**config.mk**
```make
export PLATFORM = sky130hd
export DESIGN_NAME = sched_q_ctrl
export DESIGN_NICKNAME = d
export VERILOG_FILES = /design/src/rtl/sched_pkg.sv /design/src/rtl/sched_q_ctrl_turn_timer.sv /design/src/rtl/sched_q_ctrl.sv
export SDC_FILE = /design/constraint.sdc
export NUM_CORES = 1
export LEC_CHECK = 0
export ABC_AREA = 1
export CAP_MARGIN = 40
export CORE_UTILIZATION = 49
export CTS_BUF_LIST = sky130_fd_sc_hd__clkbuf_2 sky130_fd_sc_hd__clkbuf_4 sky130_fd_sc_hd__clkbuf_8
export DETAILED_ROUTE_END_ITERATION = 6
export GPL_ROUTABILITY_DRIVEN = 0
export GPL_TIMING_DRIVEN = 0
export PLACE_DENSITY = 0.93
export SLEW_MARGIN = 10
export SYNTH_ARGS = -nofsm -noshare
export SYNTH_HDL_FRONTEND = slang
export SYNTH_SLANG_ARGS = --single-unit
```
**constraint.sdc**
```tcl
create_clock -name clk -period 2 [get_ports clk]
set_clock_uncertainty 0.15 [all_clocks]
set_input_delay 0.3 -clock clk [delete_from_list [all_inputs] [get_ports clk]]
set_output_delay 0.3 -clock clk [all_outputs]
set_load 0.02 [all_outputs]
```
**src/rtl/sched_pkg.sv**
```systemverilog
// Shared types and default timing for the DDR5 request-queue scheduler.
package sched_pkg;

    typedef enum logic [1:0] {
        IDLE  = 2'd0,
        ISSUE = 2'd1,
        TURN  = 2'd2
    } sched_state_t;

    localparam logic RW_READ  = 1'b0;
    localparam logic RW_WRITE = 1'b1;

    localparam int T_RTW = 4;
    localparam int T_WTR = 6;

endpackage

```
**src/rtl/sched_q_ctrl_turn_timer.sv**
```systemverilog
// Loadable down-counter that times the read/write turnaround gap.
module turn_timer #(
    parameter int CNT_W = 4
) (
    input  logic             clk,
    input  logic             rst,
    input  logic             load,
    input  logic [CNT_W-1:0] load_val,
    output logic             done
);

    logic [CNT_W-1:0] cnt;

    always_ff @(posedge clk or negedge rst) begin
        if (!rst) begin
            cnt <= '0;
        end else if (load) begin
            cnt <= load_val;
        end else if (cnt != '0) begin
            cnt <= cnt - 1'b1;
        end
    end

    assign done = (cnt == '0);

endmodule

```
**src/rtl/sched_q_ctrl.sv**
```systemverilog
// In-order scheduler for the request shift-queue: insert select, head issue, rw turnaround.
//
// state | meaning
// IDLE  | head stage empty
// ISSUE | head valid, issuing in order while direction matches last_rw
// TURN  | waiting out the read/write turnaround gap
module sched_q_ctrl #(
    parameter int Q_MAX = 8,
    parameter int T_RTW = sched_pkg::T_RTW,
    parameter int T_WTR = sched_pkg::T_WTR,
    parameter int CNT_W = 4
) (
    input  logic                     clk,
    input  logic                     rst,
    input  logic                     req_valid,
    input  logic                     req_rw,
    output logic                     req_ready,
    output logic [Q_MAX-1:0]         q_mux,
    output logic                     q_rw,
    output logic                     q_sh_en,
    input  logic                     q_valid_in_q,
    input  logic                     q_rw_in_q,
    input  logic                     cmd_ready,
    output logic                     cmd_valid,
    output logic                     cmd_rw,
    output logic [$clog2(Q_MAX):0]   occ,
    output logic                     turn_busy
);

    import sched_pkg::*;

    localparam int OCC_W = $clog2(Q_MAX) + 1;

    sched_state_t     state;
    logic             last_rw;
    logic [OCC_W-1:0] occ_r;
    logic             head_ok;
    logic             mismatch;
    logic             issue;
    logic             push;
    logic             pop;
    logic             tmr_done;
    logic [CNT_W-1:0] tmr_val;

    // A valid head outside TURN is acted on the same cycle, so IDLE never adds latency.
    assign head_ok  = q_valid_in_q && (state != TURN);
    assign mismatch = head_ok && (q_rw_in_q != last_rw);
    assign issue    = head_ok && !mismatch && cmd_ready;
    assign pop      = issue;

    assign req_ready = (occ_r < OCC_W'(Q_MAX)) || pop;
    assign push      = req_valid && req_ready;

    // The mismatch-detect cycle is the first wait cycle, hence the -2 load.
    assign tmr_val = last_rw ? CNT_W'(T_WTR - 2) : CNT_W'(T_RTW - 2);

    turn_timer #(
        .CNT_W (CNT_W)
    ) u_turn_timer (
        .clk      (clk),
        .rst      (rst),
        .load     (mismatch),
        .load_val (tmr_val),
        .done     (tmr_done)
    );

    always_comb begin
        q_mux = '0;
        for (int i = 0; i < Q_MAX; i++) begin
            if (push && !pop && (int'(occ_r) == Q_MAX - 1 - i)) q_mux[i] = 1'b1;
            if (push && pop && (int'(occ_r) == Q_MAX - i))      q_mux[i] = 1'b1;
        end
    end

    always_ff @(posedge clk or negedge rst) begin
        if (!rst) begin
            occ_r <= '0;
        end else if (push && !pop) begin
            occ_r <= occ_r + 1'b1;
        end else if (pop && !push && (occ_r != '0)) begin
            occ_r <= occ_r - 1'b1;
        end
    end

    always_ff @(posedge clk or negedge rst) begin
        if (!rst) begin
            state   <= IDLE;
            last_rw <= RW_READ;
        end else begin
            case (state)
                IDLE, ISSUE: begin
                    if (issue) last_rw <= q_rw_in_q;
                    if (mismatch)          state <= TURN;
                    else if (q_valid_in_q) state <= ISSUE;
                    else                   state <= IDLE;
                end
                TURN: begin
                    if (tmr_done) begin
                        last_rw <= q_rw_in_q;
                        state   <= ISSUE;
                    end
                end
                default: state <= IDLE;
            endcase
        end
    end

    assign q_rw      = req_rw;
    assign q_sh_en   = pop;
    assign cmd_valid = issue;
    assign cmd_rw    = q_rw_in_q;
    assign occ       = occ_r;
    assign turn_busy = (state == TURN) || mismatch;

endmodule

```
After elaboration in Yosys (flattened, before gate mapping). Cells that the tools add are included.

$add $sub $neg: 3. Order comparisons: 1. Eq/ne operators: 14. Mux-type cells: 28. Reduce and logical (&&, ||, !) cells: 40.

Operator list (number): logical AND 1 bit (25); equality test 4 bit (second input constant) (5); two-way mux 1 bit (19); two-way mux 4 bit (4); equality test 4 x 3 -> 1 bit (second input constant) (2); logical NOT 4 bit (2); nonzero test 4 bit (2); subtractor 4 x 1 -> 4 bit (second input constant) (2); != test 2 bit (second input constant) (3); nonzero test 2 bit (3); adder 4 x 1 -> 4 bit (second input constant) (1); equality test 4 x 2 -> 1 bit (second input constant) (1); < comparator 4 bit (second input constant) (1); two-way mux 2 bit (2); one-hot mux 2 bit (2 select lines) (1); logical NOT 1 bit (3); two-way mux 3 bit (1); AND reduction 3 bit (1); equality test 2 x 1 -> 1 bit (second input constant) (1); equality test 2 bit (second input constant) (1); logical NOT 2 bit (1); logical OR 1 bit (2); one-hot mux 1 bit (2 select lines) (1); OR reduction 2 bit (1); != test 1 bit (1).

Bits in registers: 11. Bits of input ports: 7. Output and inout port bits: 18.

Depth between registers and ports, before layout.
Depth in word-level cells: 13. Depth in mapped cells: 12.

By module. Synthesis repeated with hierarchy kept, for this count alone.

Cells, all modules: 118. Area, all modules: 897.1 sq um.

Modules (own cells, without submodules): sched_q_ctrl (times used 1, cells each 84, area each 654.4 sq um, sequential area each 175.2 sq um); turn_timer (times used 1, cells each 34, area each 242.7 sq um, sequential area each 100.1 sq um).

Worst setup path before layout. No wires, ideal clock.

Path type: register -> register. Start: register occ_r[3] (netlist: occ[3]). End: register occ_r[3] (netlist: occ[3]). Library setup time: 0.117 ns. Arrival: 1.638 ns. Required time: 1.733 ns. Slack: 0.095 ns. Stages on the path, launching flop included: 12. Path buffers: 1. Period minus slack after synthesis: 1.905 ns. Cells stage by stage: dfrtp_1 -> inv_1 -> nand2_1 -> o21bai_4 -> buf_6 -> ha_1 -> a21oi_1 -> nor2_1 -> nor2_1 -> nand2_1 -> nand2_1 -> nand2_1.

Cells in the longest elaborated chain, start to end: 7. Elaborated cells between the ends (all ways): 13. Classes of those cells: 2 x add/sub; 1 x order compare; 2 x mux; 8 x reduce/logical.

Ends and longest elaborated chain: from (decl) (line sched_q_ctrl.sv:36) `logic [OCC_W-1:0] occ_r;`; from (signal assigned) (line sched_q_ctrl.sv:79) `occ_r <= occ_r + 1'b1;`; from (signal assigned) (line sched_q_ctrl.sv:81) `occ_r <= occ_r - 1'b1;`; < comparator 4 bit (line sched_q_ctrl.sv:51) `assign req_ready = (occ_r < OCC_W'(Q_MAX)) || pop;`; logical OR 1 bit (line sched_q_ctrl.sv:51); logical AND 1 bit (line sched_q_ctrl.sv:52) `assign push = req_valid && req_ready;`; logical NOT 1 bit (line sched_q_ctrl.sv:80) `end else if (pop && !push && (occ_r != '0)) begin`; logical AND 1 bit (2 in series) (line sched_q_ctrl.sv:80); nonzero test 2 bit (no line).

Several ways; a longest one is shown, not always the timed one. The select of a mux whose other input is x is not followed. A chain may end at the register's enable or synchronous reset.

Final worst setup path.
Start: register occ_r[3] (netlist: occ[3]). End: output port q_mux[1].

Cells in the longest elaborated chain, start to end: 7. Elaborated cells between the ends (all ways): 11. Classes of those cells: 1 x order compare; 2 x eq/ne; 2 x mux; 6 x reduce/logical.

Ends and longest elaborated chain: < comparator 4 bit (line sched_q_ctrl.sv:51); logical OR 1 bit (line sched_q_ctrl.sv:51); logical AND 1 bit (line sched_q_ctrl.sv:52); logical AND 1 bit (2 in series) (line sched_q_ctrl.sv:70) `if (push && !pop && (int'(occ_r) == Q_MAX - 1 - i)) q_mux[i] = 1'b1;`; two-way mux 1 bit (line sched_q_ctrl.sv:70); two-way mux 1 bit (*) (line sched_q_ctrl.sv:71) `if (push && pop && (int'(occ_r) == Q_MAX - i)) q_mux[i] = 1'b1;`; to (decl) (line sched_q_ctrl.sv:18) `output logic [Q_MAX-1:0] q_mux,`.

Every way passes the cells marked *; elsewhere a longest branch is shown, timed or not.

==> summary.md <==
| Metric | Value |
|---|---|
| Synth Instances | 117 |
| Via-per-instance ratio | around 5.4 |
| Worst relative slew slack | a little over two thirds |
| #FFs+latches synth | 11 |
| Layout Cells excl Fill | ~170 |
| P per Cell Area | roughly 1500 nW/um^2 |
| Largest fanout on the critical path | 6 |
| Drt first-iter violations | between 40 and 50 |
| # Max-Cap Violations | 0 |
| CP arrival | around 1.6 ns |
| Global-route wire length before repair | around 3300 um |
| Detail Route Antenna Nets | 0 |
| Final WL | 2350 um |
| Synth top area share | between 30% and 40% |
| Max H-tree Level | 1 |
| Placed Cells incl. Taps | 164 |
| Num CTS Buffers | 3 |
| Fin crit period | about 2.0 ns |
| Vias in the first global route | between 700 and 800 |
| Final Util | between 80% and 90% |
| Total grt overflow | 0 |
| Main synth FF type | dfrtp_1 |
| Worst-Skew Late Latency | around 0.27 ns |
| Multi-input logic area | between 500 and 600 um^2 |
| Share of cells above drive strength 1 | about 34% |
| Site Rows | 14 |
| Nets | 162 |
| Worst slack, placed | -0.619 ns |
| Failing checks | setup timing |
| Die width | roughly 44 um |
| Combinational Power Share | approximately 66% |
| EDFF count, synth | 0 |
| Period utilization | 101% |
| Io pins | 25 |
| Final worst slack | -0.0169 ns |
| Crit path launch type | flop |
| Yosys Warn Count | 0 |
| Max VDD drop | 1.04 mV |
| Global-route usage over all layers | a little under a quarter |
| Sequential share of power | around a quarter |
| Layout area overhead | 47.0% |
| DIE AREA | between 1500 and 2000 um^2 |
| Leak pwr | between 0.6 and 0.7 nW |
| Die Span Y | 44.5 um |
| Number of diodes | 0 |
| Final HPWL DP | approximately 1500 um |
| CTS Root Cell | clkbuf_4 |
| Max-slew violation count | 0 |
| Setup TNS | -0.0301 ns |
| CP Class | reg -> out |
| Critical path startpoint | occ[3] |
| Worst R2R Start | last_rw |
| First-pass DRT Iterations | 4 |
| Top cells by area in the synthesized netlist | dfrtp_1 31%, nand2_1 11%, inv_1 5.9% |
| Final Hold Vio Count | 0 |
| Fillers | between 90 and 100 |
| Register area share after synthesis | 31.1% |
| Core ar. | 1590 um^2 |
| Mapped Nets | about 130 |
| Sw Share | between 40% and 50% |
| WL per Instance | between 10 and 15 um |
| Critical Path End Type | primary output |
| Antenna violations before repair | 0 |
| Syn Area/Cell | around 7.6 um^2 |
| RSZ-0062 raised after global routing | yes |
| Part of the power in the clock network | 8.6% |
| Initial Utilization | between 50 and 60% |
| Syn Std Cell Area | 885 um^2 |
| Worst Path Required | 1.55 ns |
| Most frequent cell after synthesis | nand2_1 |
| Post-synthesis async set-or-reset flop share | between 90% and 100% |
| Via count | roughly 950 |
| P_sw | between 0.9 and 1 mW |
| Synth cell count leaders | 26 x nand2_1, 14 x inv_1, 11 x dfrtp_1, 10 x nor2_1, 9 x nand3_1 |
| CTS Buffer Depth | 2 |
| Setup-failing EPs final | 2 |
| Port Buffers | 23 |
| Synth cell types | 29 |
| Worst slew pin tran | 0.458 ns |
| Hold_buf cts | 0 |
| Hold Crit Class | in -> async |
| Clock transition at path regs | approximately 0.070 ns |
| CTS tree | yes |
| Status | finished, violations left |
| Reg area | 278 um^2 |
| Post-route DRC | 0 |
| Cell internal pwr | 0.968 mW |
| Fmax | between 400 and 500 MHz |
| Leading area contributor after synthesis | dfrtp_1 |
| Largest net degree at the start of global routing | 13 |
| Clock sinks | 11 |
[flip-flops by register name, indices dropped and copies added, names as in the netlist]
register / flops
u_turn_timer.cnt: 4
occ: 4
state: 2
last_rw: 1
[layout make-up]
| type | instances | area share [%] |
|---|---|---|
| multi-input cells | 85 | 45.8 |
| plain buffers | 5 | 3.46 |
| flip-flops and latches | 11 | 21.4 |
| clock buffers | 4 | 2.31 |
| well taps | 24 | 2.31 |
| repair buffers | 29 | 20.1 |
| inverters | 16 | 4.62 |
[cells in the final DEF, fill, tap and decap left out, drive strengths merged, types with 2 or more instances in the layout]
cell type and instances:
buf 20, clkbuf 5, clkdlybuf4s50 7, dfrtp 11, dlygate4sd2 4, ha 3, inv 16, nand2 33
nand3 10, nor2 12, o211ai 2, o21ai 5, o22ai 8, xnor2 2
[path summary, 6_finish.rpt]
kind	endpoint	depth (start not counted)	slack, ns
worst max-delay path	q_mux[1]	6	-0.02
worst max register to register	occ[3]	12	0.05
max in group asynchronous	occ[1]	1	1.16
worst min-delay path	u_turn_timer.cnt[2]	1	0.20
min in group clk	u_turn_timer.cnt[1]	2	0.38
worst min register to register	u_turn_timer.cnt[1]	2	0.38
[per-stage QoR]
stage / hold WS [ns] / total power [mW] / cell area, um^2
after floorplan: -0.146 / 1.20 / 885
after global routing: 0.236 / 2.04 / 1300
final: 0.198 / 1.89 / 1300
after global placement: 0.362 / 1.49 / 1140
after CTS: 0.205 / 1.72 / 1160
after detailed placement: 0.365 / 1.54 / 1140
[what timing repair did]
action | in CTS | in global routing
setup endpoints to repair | 16 | 11
pin swaps | 2 | 6
gates resized for setup | 41 | 34
gates cloned | 0 | 1
setup buffers | 3 | 2
[kinds of logic (layout without fill, tap and decap cells)]
kind of cell | Yosys count | count (layout) | synth area share (%)
adder cells (fa/ha/maj) | 4 | 4 | 6.51
XOR/XNOR | 3 | 3 | 2.97
AND/OR/NAND/NOR | 58 | 58 | 32.0
buffers and inverters | 21 | 54 | 11.9
AO/OA/AOI/OAI | 20 | 20 | 15.6
flip-flops | 11 | 11 | 31.1
[power groups by stage]
stage                     Clock [mW]  Sequential (mW)  Combinational, mW
final                          0.163            0.480               1.25
after CTS                      0.172            0.457               1.09
after global routing           0.179            0.496               1.36
after global placement             0            0.454               1.03
after detailed placement           0            0.461               1.08
after floorplan                    0            0.488              0.716
[critical path: stages (launching register included)]
cell	delay [ns]
dfrtp_2	0.46
inv_2	0.09
nand2_1	0.06
o21bai_4	0.20
buf_6	0.15
o22ai_1	0.17
buf_4	0.18
[layer usage]
metal	global-route usage [%]	part of all wire, %
met5	0	0
met4	13.3	2.8
met3	1.22	5.6
met2	35.9	47
met1	31.1	44
No activity file was read; power rests on OpenSTA's default activity.
